==> src/rtl/axil_ipif_bridge.sv <==
// AXI4-Lite slave bridging to an IPIF bus2ip/ip2bus register interface.
// Serves one transaction at a time, round-robin between reads and writes, with ack timeout.
module axil_ipif_bridge #(
  parameter int C_DATA_WIDTH = 32,
  parameter int C_ADDR_WIDTH = 32,
  parameter int C_NUM_REG    = 4,
  parameter int C_TIMEOUT    = 16
) (
  input  logic                              ACLK,
  input  logic                              ARESET,
  input  logic                              AWVALID,
  output logic                              AWREADY,
  input  logic [C_ADDR_WIDTH-1:0]           AWADDR,
  input  logic                              WVALID,
  output logic                              WREADY,
  input  logic [C_DATA_WIDTH-1:0]           WDATA,
  input  logic [C_DATA_WIDTH/8-1:0]         WSTRB,
  output logic                              BVALID,
  input  logic                              BREADY,
  output logic [1:0]                        BRESP,
  input  logic                              ARVALID,
  output logic                              ARREADY,
  input  logic [C_ADDR_WIDTH-1:0]           ARADDR,
  output logic                              RVALID,
  input  logic                              RREADY,
  output logic [C_DATA_WIDTH-1:0]           RDATA,
  output logic [1:0]                        RRESP,
  output logic                              bus2ip_clk,
  output logic [C_ADDR_WIDTH-1:0]           bus2ip_addr,
  output logic [C_DATA_WIDTH-1:0]           bus2ip_data,
  output logic [C_DATA_WIDTH/8-1:0]         bus2ip_be,
  output logic [C_NUM_REG-1:0]              bus2ip_wrce,
  output logic [C_NUM_REG-1:0]              bus2ip_rdce,
  input  logic [C_NUM_REG*C_DATA_WIDTH-1:0] ip2bus_data,
  input  logic                              ip2bus_rdack,
  input  logic                              ip2bus_wrack
);
  localparam int LSB = $clog2(C_DATA_WIDTH/8);
  localparam int IW  = (C_NUM_REG > 1) ? $clog2(C_NUM_REG) : 1;
  localparam logic [C_NUM_REG-1:0] ONE = C_NUM_REG'(1);

  localparam logic [2:0] S_IDLE    = 3'd0;
  localparam logic [2:0] S_WR_WAIT = 3'd1;
  localparam logic [2:0] S_WR_RESP = 3'd2;
  localparam logic [2:0] S_RD_WAIT = 3'd3;
  localparam logic [2:0] S_RD_RESP = 3'd4;

  logic [2:0]              state;
  logic                    rr_last;  // 1: read served last, 0: write served last
  logic [7:0]              tcnt;
  logic [IW-1:0]           idx_q;
  logic                    in_idle, wr_elig, grant_rd, grant_wr, acc_dec, expired;
  logic [C_ADDR_WIDTH-1:0] acc_addr;
  logic [IW-1:0]           acc_idx;
  logic [C_NUM_REG-1:0]    acc_oh;

  assign bus2ip_clk = ACLK;

  // Ready is a combinational grant so a transaction can be accepted on the cycle it arrives.
  assign in_idle  = (state == S_IDLE) && !ARESET;
  assign wr_elig  = AWVALID && WVALID;
  assign grant_rd = in_idle && ARVALID && (!wr_elig || !rr_last);
  assign grant_wr = in_idle && wr_elig && !grant_rd;
  assign AWREADY  = grant_wr;
  assign WREADY   = grant_wr;
  assign ARREADY  = grant_rd;

  assign acc_addr = grant_wr ? AWADDR : ARADDR;
  assign acc_idx  = (C_NUM_REG > 1) ? acc_addr[LSB +: IW] : '0;
  assign acc_dec  = ({1'b0, acc_idx} >= (IW+1)'(C_NUM_REG));
  assign acc_oh   = ONE << acc_idx;
  assign expired  = (tcnt == 8'(C_TIMEOUT - 1));

  always_ff @(posedge ACLK or posedge ARESET) begin
    if (ARESET) begin
      state       <= S_IDLE;
      rr_last     <= 1'b0;
      tcnt        <= '0;
      idx_q       <= '0;
      BVALID      <= 1'b0;
      BRESP       <= 2'b00;
      RVALID      <= 1'b0;
      RRESP       <= 2'b00;
      RDATA       <= '0;
      bus2ip_addr <= '0;
      bus2ip_data <= '0;
      bus2ip_be   <= '0;
      bus2ip_wrce <= '0;
      bus2ip_rdce <= '0;
    end else begin
      case (state)
        S_IDLE: begin
          tcnt <= '0;
          if (grant_wr) begin
            rr_last     <= 1'b0;
            idx_q       <= acc_idx;
            bus2ip_addr <= AWADDR;
            bus2ip_data <= WDATA;
            bus2ip_be   <= WSTRB;
            if (acc_dec) begin
              state  <= S_WR_RESP;
              BVALID <= 1'b1;
              BRESP  <= 2'b11;
            end else begin
              state       <= S_WR_WAIT;
              bus2ip_wrce <= acc_oh;
            end
          end else if (grant_rd) begin
            rr_last     <= 1'b1;
            idx_q       <= acc_idx;
            bus2ip_addr <= ARADDR;
            bus2ip_be   <= '1;
            if (acc_dec) begin
              state  <= S_RD_RESP;
              RVALID <= 1'b1;
              RRESP  <= 2'b11;
            end else begin
              state       <= S_RD_WAIT;
              bus2ip_rdce <= acc_oh;
            end
          end
        end
        S_WR_WAIT: begin
          // An ack on the expiry cycle still counts as a good completion.
          if (ip2bus_wrack || expired) begin
            bus2ip_wrce <= '0;
            BVALID      <= 1'b1;
            BRESP       <= ip2bus_wrack ? 2'b00 : 2'b10;
            state       <= S_WR_RESP;
          end else begin
            tcnt <= tcnt + 8'd1;
          end
        end
        S_RD_WAIT: begin
          if (ip2bus_rdack || expired) begin
            bus2ip_rdce <= '0;
            RVALID      <= 1'b1;
            RRESP       <= ip2bus_rdack ? 2'b00 : 2'b10;
            RDATA       <= ip2bus_rdack ? ip2bus_data[idx_q*C_DATA_WIDTH +: C_DATA_WIDTH] : '0;
            state       <= S_RD_RESP;
          end else begin
            tcnt <= tcnt + 8'd1;
          end
        end
        S_WR_RESP: begin
          if (BREADY) begin
            BVALID <= 1'b0;
            BRESP  <= 2'b00;
            state  <= S_IDLE;
          end
        end
        S_RD_RESP: begin
          if (RREADY) begin
            RVALID <= 1'b0;
            RRESP  <= 2'b00;
            RDATA  <= '0;
            state  <= S_IDLE;
          end
        end
        default: state <= S_IDLE;
      endcase
    end
  end
endmodule

==> config.mk <==
export PLATFORM = sky130hd
export DESIGN_NAME = axil_ipif_bridge
export DESIGN_NICKNAME = d
export VERILOG_FILES = /design/src/rtl/axil_ipif_bridge.sv
export SDC_FILE = /design/constraint.sdc
export NUM_CORES = 1
export LEC_CHECK = 0
export CELL_PAD_IN_SITES_DETAIL_PLACEMENT = 1
export CELL_PAD_IN_SITES_GLOBAL_PLACEMENT = 2
export CORE_AREA = 2 2 209 129
export CTS_BUF_LIST = sky130_fd_sc_hd__clkbuf_2
export DETAILED_ROUTE_END_ITERATION = 16
export DIE_AREA = 0 0 211 131
export HOLD_SLACK_MARGIN = 0.08
export PLACE_DENSITY_LB_ADDON = 0.1
export SYNTH_ARGS = -nofsm -noshare
export SYNTH_HDL_FRONTEND = slang
export SYNTH_SLANG_ARGS = --single-unit
==> constraint.sdc <==
create_clock -name ACLK -period 14.95 [get_ports ACLK]
set_clock_uncertainty 0.05 [all_clocks]
set_input_delay 4.485 -clock ACLK [delete_from_list [all_inputs] [get_ports ACLK]]
set_output_delay 4.485 -clock ACLK [all_outputs]
set_load 0.01 [all_outputs]
==> flow_summary.yaml, run 1 <==
placement:
  dp_hpwl_um: 19500
  place_inst: 1184
  place.gp.congestion: 0.7819
  port_buffers: 352
  dpl_worst_slack_ns: 2.491
final_layout:
  layout.cells.non_filler: 1221
  layout_common_cells: "352 x clkdlybuf4s50_1, 173 x nand2_1, 123 x dfrtp_1, 34 x a22o_1, 32 x mux4_2"
  nNetsFinal: 1108
  fillCellCount: 2872
  seqCellArea_um2: 3104
  multi_input_area_um2: 2519
  synthToLayoutAreaGrowth_pct: 69.58
  drive_gt1_share_pct: 9.740
  final_common_cell: "clkdlybuf4s50_1"
yosys:
  synth-async-reset-ratio_pct: 100.0
  syn-instance-count: 529
  synth_edf_count: 0
  synthAdderAreaFrac_pct: 0.2141
  synth_area_um2: 5844
  yosys_warnings: 0
  ys_ff_latch: 124
  ys.flop_type: "dfrtp_1"
  synth-compound-area-share_pct: 13.74
  synth_top_family_by_area: "simple AND/OR/NAND/NOR gates"
  ys_types: 49
  synthSimpleGateAreaFrac_pct: 15.22
  syn-mean-instance-area_um2: 11.05
  synth_xor_area_share_pct: 0.1499
  synthMuxAreaShare_pct: 13.55
  synth-seq-area-share_pct: 53.09
grt:
  grt_pass1_vias: 6218
  antenna_found_initial: 2
  grt_util_all_layers_pct: 18.20
  grt-ovfl-total: 0
  grt_pass1_wl_um: 37250
  grt_max_degree: 86
die:
  ios: 355
  die_x_um: 211
  coreArea_um2: 25840
  initial_core_util_pct: 22.62
  dieArea_um2: 27640
  fp.dieH_um: 131
  rows: 46
clocking:
  post_cts_buffers: 0
  clk_latency_ns: 0.80
  holdBufCountCts: 0
  cts_tree: "yes"
  path_clk_slew_ns: 0.16
  cts-resized-gates: 0
timing:
  relSlewSlack_pct: 40.62
  rsz0062_at_grt: "no"
  setup_viol: 0
  tightestPinTransition_ns: 0.8907
  hold_ws_ns: 0.4505
  slew_violations: 0
  tns_ns: 0
  fin_ws_ns: 2.288
  hold_viol_final: 0
critical_path:
  critPathCaptureType: "output pin"
  path_class: "clk2out"
  worstPathArrival_ns: 8.13
  cp-start-kind: "clock port"
  critPathRequiredTime_ns: 10.42
  critPathMaxFanout: 3
  reg2reg_slack_ns: 11.31
worst_hold_path:
  min_path_type: "reg2reg"
route:
  drt-total-wl_um: 25190
  drtAntennaViolNets: 0
  detail_route.vias_per_cell: 4.572
  vias: 5582
  wl_per_cell_um: 20.63
  dr.pass1.iters: 4
  drc: 0
  drt_iter0_markers: 289
pwr:
  power.density_nw_per_um2: 168.1
  finalPower_mw: 1.666
  p_leak_nw: 4.236
  vdd_drop_max_mv: 0.07193
job:
  drv_cap: 0
run_status:
  run_status: "finished, final reports clean"
==> worst max-delay path, cell delays in order <==
cell and delay, ns:
clkbuf_2 0.08, clkbuf_2 0.09, clkdlybuf4s50_1 0.48
==> registers in the layout, summed over array words and instances, names as in the netlist <==
register and count:
bus2ip_addr 32, bus2ip_wrce 4, RVALID 1, RRESP 1
bus2ip_be 4, state 3, RDATA 32, BRESP 1
bus2ip_data 32, tcnt 8, rr_last 1, bus2ip_rdce 4
BVALID 1
==> layer usage <==
metal / global-route usage (%) / share of wire [%]
met1: 23.54 / 44
met2: 28.10 / 46
met3: 7.839 / 8.9
met4: 4.598 / 0.99
met5: 0 / 0
==> cell usage after synthesis (4+ instances only) <==
cell type / n / share of area [%]
buf_2: 10 / 0.86
inv_1: 4 / 0.26
nor2b_1: 4 / 0.43
nand3_1: 7 / 0.60
o21ai_0: 9 / 0.77
nor2_1: 5 / 0.32
clkbuf_1: 18 / 1.2
a22o_1: 34 / 5.1
nor3_1: 5 / 0.43
a22oi_1: 30 / 3.9
dfrtp_1: 124 / 53
mux4_2: 32 / 12
nand2_1: 173 / 11
a31o_2: 4 / 0.60
buf_4: 7 / 0.90
buf_1: 4 / 0.26
o22a_1: 4 / 0.60
mux2i_1: 6 / 1.0
==> cell families after synthesis <==
family	count (synthesis)
multiplexers	39
adder cells (fa/ha/maj)	1
AO/OA/AOI/OAI	103
AND/OR/NAND/NOR	213
buffers and inverters	47
other	1
flip-flops	124
XOR/XNOR	1
==> worst paths after layout <==
check                      cells after the start               to            start
max                                            3       bus2ip_clk             ACLK
min                                            2  bus2ip_data[27]  bus2ip_data[27]
max reg2reg                                    6   bus2ip_rdce[1]         state[0]
min reg2reg                                    2  bus2ip_data[27]  bus2ip_data[27]
max in group asynchronous                      3   bus2ip_addr[2]           ARESET
min in group asynchronous                      2           RVALID           ARESET
==> cell type report <==
cell class                      count  share of cell area (%)
Clock inverter                     14                   1.540
Multi-Input combinational cell    359                   25.41
Inverter                            6                  0.2904
Antenna cell                        2                 0.05050
Timing Repair Buffer              358                   35.98
Sequential cell                   124                   31.32
Tap cell                          336                   4.242
Clock buffer                       22                   1.161
==> power by group <==
part / switching (mW) / internal, mW
clock network: 0.143 / 0.101
registers: 0.0983 / 0.480
logic: 0.372 / 0.472
==> metrics by stage <==
stage | area (um2) | util (%)
after floorplan | 5848 | -
after global placement | 9648 | 37.33
after detailed placement | 9648 | 37.33
after CTS | 9906 | 38.33
after global routing | 9908 | 38.34
final | 9911 | 38.35
Power figures use the tool's default switching activity.
==> run 2, diff against run 1 <==
CORE_AREA = 2 2 214 132   (was 2 2 209 129)
DIE_AREA = 0 0 216 134   (was 0 0 211 131)
clock period = 12.32 ns   (was 14.95 ns; I/O delays follow)
==> run 2 against run 1 <==
Compared with the run above:
- register-to-register slack got worse by 2.6 ns
- die area grew 4.7%
- hold slack got worse by 0.0051 ns
- routed wire length rose by 0.62%
- largest cell class unchanged
- largest power group unchanged
==> flow_summary.yaml, run 2 (synthesis gave the netlist of run 1 again) <==
final_layout:
  layout_common_cells: "352 x clkdlybuf4s50_1, 173 x nand2_1, 123 x dfrtp_1, 34 x a22o_1, 32 x mux4_2"
  final_common_cell: "clkdlybuf4s50_1"
  fin_util_pct: 36.74
  reg_top3: "RDATA: 32 flops, bus2ip_addr: 32 flops, bus2ip_data: 32 flops"
  nNetsFinal: 1109
  drive_gt1_share_pct: 9.389
  synthToLayoutAreaGrowth_pct: 70.07
  layout.cells.non_filler: 1252
route:
  dr.pass1.iters: 4
  wl_per_cell_um: 20.24
  drt_iter0_markers: 266
  detail_route.vias_per_cell: 4.478
  drc: 0
  drtAntennaViolNets: 0
  vias: 5606
  drt-total-wl_um: 25350
run_status:
  run_status: "finished, final reports clean"
die:
  coreArea_um2: 27050
  fp.dieH_um: 134
  ios: 355
  rows: 47
  dieArea_um2: 28940
  initial_core_util_pct: 21.60
  die_x_um: 216
pwr:
  p_comb_share_pct: 51.2
  p_seq_share_pct: 34.6
  p_leak_nw: 4.247
  switching_share_pct: 36.53
  vdd_drop_max_mv: 0.05760
  clock_power_share_pct: 14.2
  internal_power_mw: 1.279
  power.density_nw_per_um2: 202.8
  power_switching_uw: 736.3
timing:
  rsz0062_at_grt: "no"
  hold_viol_final: 0
  tns_ns: 0
  tightestPinTransition_ns: 0.9117
  relSlewSlack_pct: 39.22
  setup_viol: 0
  slew_violations: 0
clocking:
  cts_tree: "yes"
  cts-resized-gates: 0
  clk_latency_ns: 0.84
  path_clk_slew_ns: 0.15
  holdBufCountCts: 0
  post_cts_buffers: 0
grt:
  grt_pass1_vias: 6292
  antenna_found_initial: 5
  grt_pass1_wl_um: 38850
  grt-ovfl-total: 0
  grt_max_degree: 67
  grt_util_all_layers_pct: 17.94
placement:
  dp_hpwl_um: 19830
  place.gp.congestion: 0.7873
  place_inst: 1216
  port_buffers: 352
worst_hold_path:
  min_path_type: "reg2reg"
critical_path:
  path_class: "clk2out"
  worstPathArrival_ns: 6.82
  critPathCaptureType: "output pin"
  critPathMaxFanout: 3
  cp-start-kind: "clock port"
  critPathRequiredTime_ns: 8.57
job:
  drv_cap: 0
==> run 2: cell count changes in the layout (fill, tap and decap cells not counted), sizes merged <==
| cell | change |
|---|---|
| clkinv | +2 |
| clkinvlp | -4 |
| buf | +1 |
| clkbuf | +2 |
| diode | -1 |
==> run 2: path summary, 6_finish.rpt <==
check / from / endpoint / slack [ns] / cells after the start
worst max-delay path: ACLK / bus2ip_clk / 1.76 / 3
worst min-delay path: bus2ip_data[27] / bus2ip_data[27] / 0.45 / 2
worst max register to register: state[0] / bus2ip_rdce[3] / 8.75 / 6
worst min register to register: bus2ip_data[27] / bus2ip_data[27] / 0.45 / 2
max in group asynchronous: ARESET / bus2ip_addr[2] / 7.57 / 3
min in group asynchronous: ARESET / rr_last / 3.33 / 2
==> run 2: power groups by stage <==
stage          Clock, mW  Combinational (mW)  Sequential, mW
2_1_floorplan    0.00669               0.404           0.763
3_3_place_gp     0.00826                1.04           0.699
3_5_place_dp     0.00826                1.05           0.706
4_1_cts            0.304                1.05           0.700
5_1_grt            0.323                1.12           0.726
6_report           0.286                1.03           0.698
==> run 2: critical path: stages <==
cell and delay [ns]:
clkbuf_2 0.09, clkbuf_2 0.10, clkdlybuf4s50_1 0.47
==> run 2: metrics by stage <==
step | worst slack, ns | cell area (um2) | total power, mW | hold WS, ns
2_1_floorplan | 2.295 | 5848 | 1.174 | 0.4326
3_3_place_gp | 1.965 | 9694 | 1.745 | 0.4073
3_5_place_dp | 1.965 | 9694 | 1.765 | 0.4161
4_1_cts | 1.744 | 9937 | 2.057 | 0.4531
5_1_grt | 1.734 | 9940 | 2.170 | 0.4827
6_report | 1.759 | 9940 | 2.015 | 0.4454
==> run 2: layout make-up <==
| type | instances | area [um2] |
|---|---|---|
| antenna | 1 | 2.502 |
| clock buffer | 24 | 125.1 |
| clock inverter | 12 | 127.6 |
| fill | 3005 | 17110 |
| inverter | 6 | 28.78 |
| multi-input combinational | 359 | 2519 |
| sequential | 124 | 3104 |
| tap | 367 | 459.2 |
| timing repair buffer | 359 | 3573 |
==> run 2: layer usage <==
| layer | up-vias | global-route usage [%] | part of all wire (%) |
|---|---|---|---|
| met5 | - | 0 | 0.21 |
| met4 | 8 | 4.909 | 1.2 |
| met3 | 30 | 8.186 | 8.7 |
| met2 | 183 | 27.35 | 46 |
| met1 | 2803 | 22.99 | 44 |
| li1 | 2582 | - | - |
==> run 3, diff against run 2 <==
PLACE_DENSITY = 0.91   (was not set)
PLACE_DENSITY_LB_ADDON = not set   (was 0.1)
==> run 3 against run 2 <==
Compared with the run above:
- final area fell by 0.16%
- sequential share of layout area increased by 0.051 points
- die area did not move
- setup slack better by 0.012 ns
- routed wire length decreased by 5.8%
- critical path type unchanged
==> flow_summary.yaml, run 3 (synthesis gave the netlist of run 1 again) <==
run_status:
  run_status: "finished, final reports clean"
clocking:
  holdBufCountCts: 0
  post_cts_buffers: 0
  path_clk_slew_ns: 0.20
  cts_tree: "yes"
  clk_latency_ns: 0.91
  cts-resized-gates: 0
grt:
  grt_max_degree: 80
  grt_util_all_layers_pct: 16.92
  antenna_found_initial: 1
  grt_pass1_wl_um: 37010
  grt_pass1_vias: 6322
  grt-ovfl-total: 0
pwr:
  finalPower_mw: 1.970
  p_leak_nw: 4.226
  power.density_nw_per_um2: 198.6
  vdd_drop_max_mv: 0.08838
critical_path:
  critPathRequiredTime_ns: 8.57
  cp-start-kind: "clock port"
  r2r_end: "bus2ip_rdce[1]"
  critPathMaxFanout: 3
  worstPathArrival_ns: 6.80
  path_class: "clk2out"
  r2r_start: "state[0]"
  r2r.worst_path.cells: 7
  critPathCaptureType: "output pin"
  reg2reg_slack_ns: 8.99
route:
  detail_route.vias_per_cell: 4.516
  drtAntennaViolNets: 0
  wl_per_cell_um: 19.09
  drc: 0
  drt-total-wl_um: 23890
  vias: 5649
  drt_iter0_markers: 242
  dr.pass1.iters: 4
final_layout:
  drive_gt1_share_pct: 9.740
  fillCellCount: 3060
  synthToLayoutAreaGrowth_pct: 69.79
  multi_input_area_um2: 2526
  final_common_cell: "clkdlybuf4s50_1"
  layout.cells.non_filler: 1251
  layout_common_cells: "352 x clkdlybuf4s50_1, 173 x nand2_1, 123 x dfrtp_1, 34 x a22o_1, 32 x mux4_2"
  reg_top3: "RDATA: 32 flops, bus2ip_addr: 32 flops, bus2ip_data: 32 flops"
  seqCellArea_um2: 3104
  nNetsFinal: 1108
die:
  rows: 47
  fp.dieH_um: 134
  dieArea_um2: 28940
  initial_core_util_pct: 21.60
  coreArea_um2: 27050
  ios: 355
  die_x_um: 216
timing:
  tightestPinTransition_ns: 1.056
  hold_viol_final: 0
  fin_ws_ns: 1.771
  slew_violations: 0
  relSlewSlack_pct: 29.62
  setup_viol: 0
  tns_ns: 0
  rsz0062_at_grt: "no"
worst_hold_path:
  hold_path_end: "bus2ip_data[30]"
  holdPathStages: 2
  worst_hold_startpoint: "bus2ip_data[30]"
  min_path_type: "reg2reg"
job:
  drv_cap: 0
placement:
  place_inst: 1215
  place.gp.congestion: 0.7492
  dp_hpwl_um: 18480
  dpl_worst_slack_ns: 1.965
  port_buffers: 352
## run 3: cell type report
cell class / count / area share [%]
diodes: 1 / 0.02522
clock buffers: 21 / 1.110
clock inverters: 15 / 1.273
inverters: 6 / 0.2900
multi-input cells: 359 / 25.46
flip-flops and latches: 124 / 31.28
well taps: 367 / 4.627
repair buffers: 358 / 35.93
## run 3: worst max-delay path, cell delays in order
cell	delay, ns
clkbuf_2	0.08
clkbuf_2	0.09
clkdlybuf4s50_1	0.47
## run 3: how the worst max path moves through the flow
stage | end | slack [ns] | startpoint | cells after the start
after global routing | bus2ip_clk | 1.75 | ACLK | 3
after CTS | bus2ip_clk | 1.76 | ACLK | 3
final | bus2ip_clk | 1.77 | ACLK | 3
after global placement | bus2ip_clk | 1.97 | ACLK | 1
after floorplan | bus2ip_clk | 2.29 | ACLK | 1
after detailed placement | bus2ip_clk | 1.97 | ACLK | 1
## run 3: power by group
part | internal, mW | total (mW) | switching, mW
sequential | 0.582 | 0.696 | 0.113
combinational | 0.573 | 1.01 | 0.440
clock | 0.0838 | 0.262 | 0.178
total | 1.24 | 1.97 | 0.731
## run 3: per-stage QoR
stage          hold WS (ns)  area (um2)  utilization [%]
2_1_floorplan        0.4326        5848                -
3_3_place_gp         0.4067        9694            35.84
3_5_place_dp         0.4120        9694            35.84
4_1_cts              0.4572        9921            36.67
5_1_grt              0.4803        9923            36.68
6_report             0.4481        9923            36.68
## run 3: layer usage
| metal | wire [um] | part of all wire, % | track usage [%] | up-vias |
|---|---|---|---|---|
| met5 | 0 | 0 | 0 | - |
| met4 | 345 | 1.4 | 5.670 | 0 |
| met3 | 1817 | 7.6 | 6.644 | 21 |
| met2 | 11460 | 48 | 27.58 | 208 |
| met1 | 10260 | 43 | 20.53 | 2844 |
| li1 | - | - | - | 2576 |
